File: src/rtl/riscv_r_pipe.sv
// Three-stage (fetch, decode/read, execute/writeback) RV32/RV64 R-type core
// with an X-to-D bypass, a sticky illegal-instruction flag and optional MUL.
module riscv_r_pipe #(
  parameter int              XLEN     = 32,
  parameter int              NREGS    = 32,
  parameter logic [XLEN-1:0] PC_RESET = '0,
  parameter bit              ENABLE_M = 1'b0
) (
  input  logic            clk,
  input  logic            reset,
  output logic            imem_req,
  output logic [XLEN-1:0] imem_addr,
  input  logic            imem_valid,
  input  logic [31:0]     imem_rdata,
  output logic            retire_valid,
  output logic [XLEN-1:0] retire_pc,
  output logic [4:0]      retire_rd,
  output logic [XLEN-1:0] retire_data,
  output logic            illegal
);

  localparam int         IW = $clog2(NREGS);
  localparam int         SW = $clog2(XLEN);
  localparam logic [5:0] NR = 6'(NREGS);

  logic [XLEN-1:0]             pc;
  logic                        accept;
  logic                        d_valid;
  logic [31:0]                 d_inst;
  logic [XLEN-1:0]             d_pc;
  logic [4:0]                  d_rs1, d_rs2;
  logic [XLEN-1:0]             rf_a, rf_b, op_a, op_b;
  logic                        x_valid;
  logic [31:0]                 x_inst;
  logic [XLEN-1:0]             x_pc, x_a, x_b, x_result;
  logic [6:0]                  x_op, x_f7;
  logic [2:0]                  x_f3;
  logic [4:0]                  x_rd, x_rs1, x_rs2;
  logic [SW-1:0]               shamt;
  logic                        x_legal_op, x_regs_ok, x_legal, x_wr;
  logic [NREGS-1:0][XLEN-1:0]  regs;

  assign imem_req  = reset;
  assign imem_addr = pc;
  assign accept    = imem_req & imem_valid;

  always_ff @(posedge clk or negedge reset) begin
    if (!reset) begin
      pc      <= PC_RESET;
      d_valid <= 1'b0;
      d_inst  <= '0;
      d_pc    <= '0;
    end else begin
      d_valid <= accept;
      if (accept) begin
        pc     <= pc + XLEN'(4);
        d_inst <= imem_rdata;
        d_pc   <= pc;
      end
    end
  end

  assign d_rs1 = d_inst[19:15];
  assign d_rs2 = d_inst[24:20];

  // Out-of-range indices read as zero; X flags such instructions illegal anyway.
  always_comb begin
    rf_a = '0;
    rf_b = '0;
    if (d_rs1 != 5'd0 && {1'b0, d_rs1} < NR) rf_a = regs[d_rs1[IW-1:0]];
    if (d_rs2 != 5'd0 && {1'b0, d_rs2} < NR) rf_b = regs[d_rs2[IW-1:0]];
  end

  assign op_a = (x_wr && x_rd == d_rs1) ? x_result : rf_a;
  assign op_b = (x_wr && x_rd == d_rs2) ? x_result : rf_b;

  assign x_op  = x_inst[6:0];
  assign x_rd  = x_inst[11:7];
  assign x_f3  = x_inst[14:12];
  assign x_rs1 = x_inst[19:15];
  assign x_rs2 = x_inst[24:20];
  assign x_f7  = x_inst[31:25];
  assign shamt = x_b[SW-1:0];

  always_comb begin
    x_legal_op = 1'b0;
    if (x_op == 7'b0110011) begin
      if (x_f7 == 7'b0000000)
        x_legal_op = 1'b1;
      else if (x_f7 == 7'b0100000 && (x_f3 == 3'b000 || x_f3 == 3'b101))
        x_legal_op = 1'b1;
      else if (ENABLE_M && x_f7 == 7'b0000001 && x_f3 == 3'b000)
        x_legal_op = 1'b1;
    end
  end

  assign x_regs_ok = ({1'b0, x_rs1} < NR) && ({1'b0, x_rs2} < NR) && ({1'b0, x_rd} < NR);
  assign x_legal   = x_legal_op & x_regs_ok;
  assign x_wr      = x_valid & x_legal & (x_rd != 5'd0);

  always_comb begin
    x_result = '0;
    case (x_f3)
      3'b000: begin
        if (ENABLE_M && x_f7[0]) x_result = x_a * x_b;
        else if (x_f7[5])        x_result = x_a - x_b;
        else                     x_result = x_a + x_b;
      end
      3'b001: x_result = x_a << shamt;
      3'b010: x_result = {{(XLEN-1){1'b0}}, $signed(x_a) < $signed(x_b)};
      3'b011: x_result = {{(XLEN-1){1'b0}}, x_a < x_b};
      3'b100: x_result = x_a ^ x_b;
      3'b101: begin
        if (x_f7[5]) x_result = $signed(x_a) >>> shamt;
        else         x_result = x_a >> shamt;
      end
      3'b110: x_result = x_a | x_b;
      default: x_result = x_a & x_b;
    endcase
  end

  // Regfile write and retire report share one edge; illegal ops only raise the flag.
  always_ff @(posedge clk or negedge reset) begin
    if (!reset) begin
      x_valid      <= 1'b0;
      x_inst       <= '0;
      x_pc         <= '0;
      x_a          <= '0;
      x_b          <= '0;
      regs         <= '0;
      retire_valid <= 1'b0;
      retire_pc    <= '0;
      retire_rd    <= '0;
      retire_data  <= '0;
      illegal      <= 1'b0;
    end else begin
      x_valid      <= d_valid;
      x_inst       <= d_inst;
      x_pc         <= d_pc;
      x_a          <= op_a;
      x_b          <= op_b;
      retire_valid <= x_valid & x_legal;
      if (x_valid && x_legal) begin
        retire_pc   <= x_pc;
        retire_rd   <= x_rd;
        retire_data <= x_result;
      end
      if (x_wr) regs[x_rd[IW-1:0]] <= x_result;
      if (x_valid && !x_legal) illegal <= 1'b1;
    end
  end

endmodule
File: config.mk
export PLATFORM = sky130hd
export DESIGN_NAME = riscv_r_pipe
export DESIGN_NICKNAME = d
export VERILOG_FILES = /design/src/rtl/riscv_r_pipe.sv
export SDC_FILE = /design/constraint.sdc
export NUM_CORES = 2
export LEC_CHECK = 0
export CAP_MARGIN = 30
export CORE_MARGIN = 2
export CORE_UTILIZATION = 62
export CTS_CLUSTER_DIAMETER = 100
export DETAILED_ROUTE_END_ITERATION = 7
export PLACE_DENSITY = 0.83
export SYNTH_ARGS = -nofsm -noshare
export SYNTH_HDL_FRONTEND = slang
export SYNTH_SLANG_ARGS = --single-unit
File: constraint.sdc
create_clock -name clk -period 5.3 [get_ports clk]
set_input_delay 1.06 -clock clk [delete_from_list [all_inputs] [get_ports clk]]
set_output_delay 1.06 -clock clk [all_outputs]
set_load 0.02 [all_outputs]
# --- Word level (Yosys, flattened, before mapping) ---
# Cells that the tools add are included.
totals:
  regBits: 1321
  out_inout_bits: 104
  elab_cells: 104
classes:
  eq_ne: 10
  bitwise: 6
  magnitude_cmp: 6
  reduce_logical: 13
  shifts: 3
  add_sub_neg: 3
  n_mux: 17
op_table:
  columns: ["cell", "count"]
  rows:
  - ["1024-bit bitwise mux", 1]
  - ["32-bit binary-select mux with 5-bit select", 2]
  - ["32-bit two-way mux", 9]
  - ["32-bit case mux with 7 select lines", 1]
  - ["32-bit demux with 5-bit select", 1]
  - ["32-bit < comparator", 2]
  - ["32-bit by 3-bit adder with 32-bit output (second input constant)", 1]
  - ["32-bit adder", 1]
  - ["32-bit bitwise AND", 1]
  - ["32-bit bitwise OR", 1]
  - ["32-bit by 5-bit left shift with 32-bit output", 1]
  - ["32-bit by 5-bit >> shifter with 32-bit output", 1]
  - ["32-bit by 5-bit >>> shifter with 32-bit output", 1]
  - ["32-bit subtractor", 1]
  - ["32-bit XOR", 1]
  - ["5-bit by 6-bit < comparator with 1-bit output (second input constant)", 3]
  - ["5-bit nonzero test", 3]
  - ["7-bit by 6-bit equality test with 1-bit output (second input constant)", 2]
  - ["5-bit equality test", 2]
  - ["3-bit equality test (second input constant)", 3]
  - ["7-bit zero test", 1]
  - ["3-bit by 2-bit equality test with 1-bit output (second input constant)", 2]
  - ["1-bit logical AND", 6]
  - ["5-bit by 1-bit greater-or-equal comparator with 1-bit output (second input constant)", 1]
  - ["6 further kinds", 10]

# --- Logic depth before layout (Yosys ltp) ---
depth:
  depth_word: 10
  depth_mapped: 17
  ltp_nobuf: 12

# --- Least setup slack after synthesis ---
# OpenSTA, ideal clock, no wires.
synth_path:
  kind: "reg-to-reg"
  startpoint: "register x_b[1]"
  endpoint: "register x_a[30]"
  setup_slack_ns: 1.214
  t_required_ns: 5.167
  t_arrival_ns: 3.954
  path_buffers: 5
  setup_ns: 0.133
  path_stages_with_launch: 17
  path_cell_list: "dfrtp_1 buf_2 inv_1 buf_2 buf_2 buf_1 fa_1 nor2b_1 o2111ai_1 a21oi_1 o311a_1 o2111ai_1 a2111o_1 a31o_2 a31oi_1 buf_2 o22ai_1"
synth_via:
  elab_chain_len: 4
  word_cells_on_any_way: 9
  cone_classes: "add/sub: 2; shift: 3; mux: 4"
synth_rtl:
  columns: ["element", "line_no", "rtl"]
  rows:
  - ["start: declaration", "35", "logic [XLEN-1:0] x_pc, x_a, x_b, x_result;"]
  - ["start signal: assignment", "141", "x_b <= op_b;"]
  - ["32-bit adder, or another cell as far along", "107", "else x_result = x_a + x_b;"]
  - ["32-bit two-way mux, on equally long branches", "106, 114", null]
  - ["32-bit case mux with 7 select lines (*)", "103", "case (x_f3)"]
  - ["32-bit two-way mux (*)", "74", "assign op_a = (x_wr && x_rd == d_rs1) ? x_result : rf_a;"]
  - ["named net op_a[30]", "32", "logic [XLEN-1:0] rf_a, rf_b, op_a, op_b;"]
  - ["end signal: assignment", "140", "x_a <= op_a;"]
  - ["end: declaration", "35", null]
# The timed path passes the listed nets; every way through them passes the cells marked *.
# A chain may end at the register's enable or synchronous reset.

# --- Final worst setup path ---
layout_path:
  startpoint: "register x_a[9]"
  endpoint: "register regs[224] (netlist bit)"
layout_via:
  elab_chain_len: 4
  word_cells_on_any_way: 8
  cone_classes: "order compare: 2; shift: 3; mux: 3"
layout_rtl:
  columns: ["element", "line_no", "rtl"]
  rows:
  - ["branches (longest 2 deep; another with 32-bit < comparator)", null, null]
  - ["32-bit case mux with 7 select lines (*)", "103", null]
  - ["1024-bit bitwise mux (*)", "148", "if (x_wr) regs[x_rd[IW-1:0]] <= x_result;"]
  - ["end signal: indexed assignment", "148", null]
  - ["end: declaration", "41", "logic [NREGS-1:0][XLEN-1:0] regs;"]
# Mark *: on every way between the ends.

==> flow_metrics.tcl <==
set metrics [dict create \
    p_sw_frac 0.2710 \
    r2r_cells 11 \
    tightest_slew_ns 1.123 \
    avgViaCountPerCell 7.466 \
    finalSetupTns_ns 0 \
    std_cell_rows 125 \
    post_cts_resize_count 0 \
    cts_buffers 134 \
    synth_area_per_cell_um2 10.68 \
    cts_tree "done" \
    cts_buffer_depth 3 \
    outcome "complete, but fails checks" \
    core_area_um2 116200 \
    fin_crit_ns 4.801 \
    crit_buf_inv 2 \
    max_stage_delay_ns 0.86 \
    drc 15 \
    layout-drive-gt1-share 0.1811 \
    synth_top_area_cell "dfrtp_1" \
    ctsHoldBuffers 0 \
    dr.pass1.iters 8 \
    crit_family "compound AO/OA/AOI/OAI gates" \
    worstSetupPathType "flop to flop" \
    drv_slew 0 \
    finalHoldViolCount 0 \
    cp_common_cell "o31ai_1" \
    grt_pass1_vias 61820 \
    startpoint "x_a[9]" \
    postCtsSetupRepairBufs 0 \
    area_growth_pct 10.37 \
    port_buffers 134 \
    critPathCaptureType "flop" \
    drt_iter0_drc 10180 \
    cts_max_level 4 \
    synth.distinct_cells 86 \
    post_drt_wl_per_cell_um 31.37 \
    yosysMostFrequentCell "nand2_1" \
    yosysWarnings 0 \
    rsz0062_at_grt "no" \
    overflow 0 \
    crit_slowest_cell "o31ai_1" \
    worstPathArrival_ns 5.48 \
    netlist_area_um2 72620 \
    p_int_w 0.01675 \
    slew_headroom 0.2512 \
    finClkSkew_ns 0.06880 \
    ios 139 \
    ys_ff_latch 1303 \
    cp.depth 11 \
    die-area_um2 119900 \
    via_count 61390 \
    combPwrFrac 0.111 \
    p_switching_w 0.006226 \
    crit_chain "inv_1 -> ha_1 -> inv_1 -> a21oi_1 -> o31ai_1 -> o31ai_1 -> and4_1 -> nor3_1 -> o31ai_1 -> a21oi_4 -> o21ai_0" \
    cts_root_buffer "clkbuf_16" \
    routed_wl_mm 257.9 \
    required_ns 5.98 \
    ant_nets 0 \
    ys_seq_area_frac 0.4490 \
    antenna_found_initial 15 \
    async_flop_share 1.000 \
    powerDensity_nw_per_um2 286.6 \
    cp-start-kind "flop" \
    fin_nets 6722 \
    fin_crit_sh 0.9058 \
    drv_cap 0 \
    dieHeight_um 346.3 \
    fmax_mhz 208.3 \
    grt_usage 0.4324 \
    synthFlopType "dfrtp_1" \
    cp_max_fo 34 \
    clkLatencyLatePin_ns 0.80 \
    p_leak_nw 33.26 \
    p_clk_frac 0.439 \
    grt_max_degree 188 \
    vdd_ir_drop_max_uv 363.5 \
    hpwl_mm 156.2 \
    hp-class "input port to asynchronous set/reset pin" \
    r2r-start "x_a[9]" \
    routabilityCongestion 1.062 \
    synth_edf_count 0 \
    clkSinkCount 1303 \
    die_w_um 346.3 \
    synthTopCellsByCount "nand2_1, dfrtp_1, o21ai_0" \
    violations "design-rule violations" \
    pwr-share-seq 0.450 \
    start_util 0.6250 \
    whs_ns 0.1950 \
    grt_pass1_wl_mm 386.4 \
    fin_util 0.6898 \
    synthTopCellsByArea "dfrtp_1, mux4_2, nand2_1, o21ai_0, clkbuf_1" \
    clkSlewWorstSetupHoldPaths_ns 0.06 \
    synth_top_area_share 0.4490 \
    setup_viol 0 \
    synth_cells 6800 \
]
==> worst register-to-register path, cell delays in order (launching register included) <==
cell,delay (ns)
dfrtp_1,0.62
inv_1,0.18
ha_1,0.46
inv_1,0.22
a21oi_1,0.17
o31ai_1,0.21
o31ai_1,0.69
and4_1,0.36
nor3_1,0.09
o31ai_1,0.86
a21oi_4,0.47
o21ai_0,0.39
==> cell type report <==
class	count	area, µm²
timing repair buffer	334	3249
tap	1524	1907
fill	7855	36050
antenna	7	17.52
clock buffer	191	3921
inverter	103	386.6
sequential	1303	32650
clock inverter	50	738.2
multi-input combinational	4711	37290
==> power groups by stage <==
stage | combinational [W] | sequential, W | clock, W
detailed placement | 0.00247 | 0.0105 | 0
global route | 0.00265 | 0.0103 | 0.0105
global placement | 0.00245 | 0.0105 | 0
CTS | 0.00248 | 0.0103 | 0.0101
floorplan | 0.00161 | 0.0103 | 0
finish | 0.00255 | 0.0103 | 0.0101
==> layout by cell type, fill, tap and decap left out, types with 29 or more instances in the layout <==
cell type,netlist,layout
a21oi_1,171,161
a22o_1,30,30
a32oi_1,37,37
buf_4,11,168
clkbuf_16,0,137
clkbuf_8,0,29
clkdlybuf4s50_1,0,133
dfrtp_1,1303,1288
ha_1,98,97
inv_1,100,100
mux2i_1,195,195
mux4_2,683,683
nand2_1,1406,1398
nand2b_1,34,34
nand3_1,72,72
nor2_1,354,352
nor3_1,59,57
o211ai_1,54,54
o21ai_0,995,990
o22ai_1,76,69
xnor2_1,37,37
==> layer usage <==
metal,GRT usage,wire (µm)
met3,0.1558,36700
met1,0.5344,84990
met2,0.6331,113200
met4,0.3127,22890
met5,0,172
==> cell families (layout without fill, tap and decap cells) <==
group	Yosys count	after routing	share of synthesized area
buffers and inverters	789	678	0.04254
xor gates and xnor gates	53	53	0.006392
AOI/OAI and AO/OA	1601	1601	0.1275
and+or+nand+nor	2054	2054	0.1152
muxes	899	899	0.2419
DFF	1303	1303	0.4490
other	1	11	0.00005164
adders and majority gates	100	100	0.01744
==> state kept, by name, summed over array words and instances, names as in the netlist, 32 cells and up <==
signal,cells
d_inst,32
regs,1024
retire_data,32
x_a,32
x_b,32
==> metrics by stage <==
step / cells / cell area, µm² / worst slack (ns) / power [W]
6_report: 8223 / 80150 / 0.4992 / 0.02298
2_1_floorplan: 6803 / 72640 / 1.214 / 0.01192
3_5_place_dp: 7971 / 75420 / 0.8745 / 0.01296
5_1_grt: 8216 / 80140 / 0.5124 / 0.02349
3_3_place_gp: 7968 / 75350 / 0.9581 / 0.01294
4_1_cts: 8212 / 80080 / 0.8380 / 0.02288
==> path summary, 6_finish.rpt <==
kind	slack, ns	to
max	0.50	regs[224]
min	0.19	d_pc[15]
max reg2reg	0.50	regs[224]
min reg2reg	0.36	x_valid
max in group asynchronous	2.90	regs[733]
min in group clk	0.36	x_valid
No activity file was read; power rests on OpenSTA's default activity.
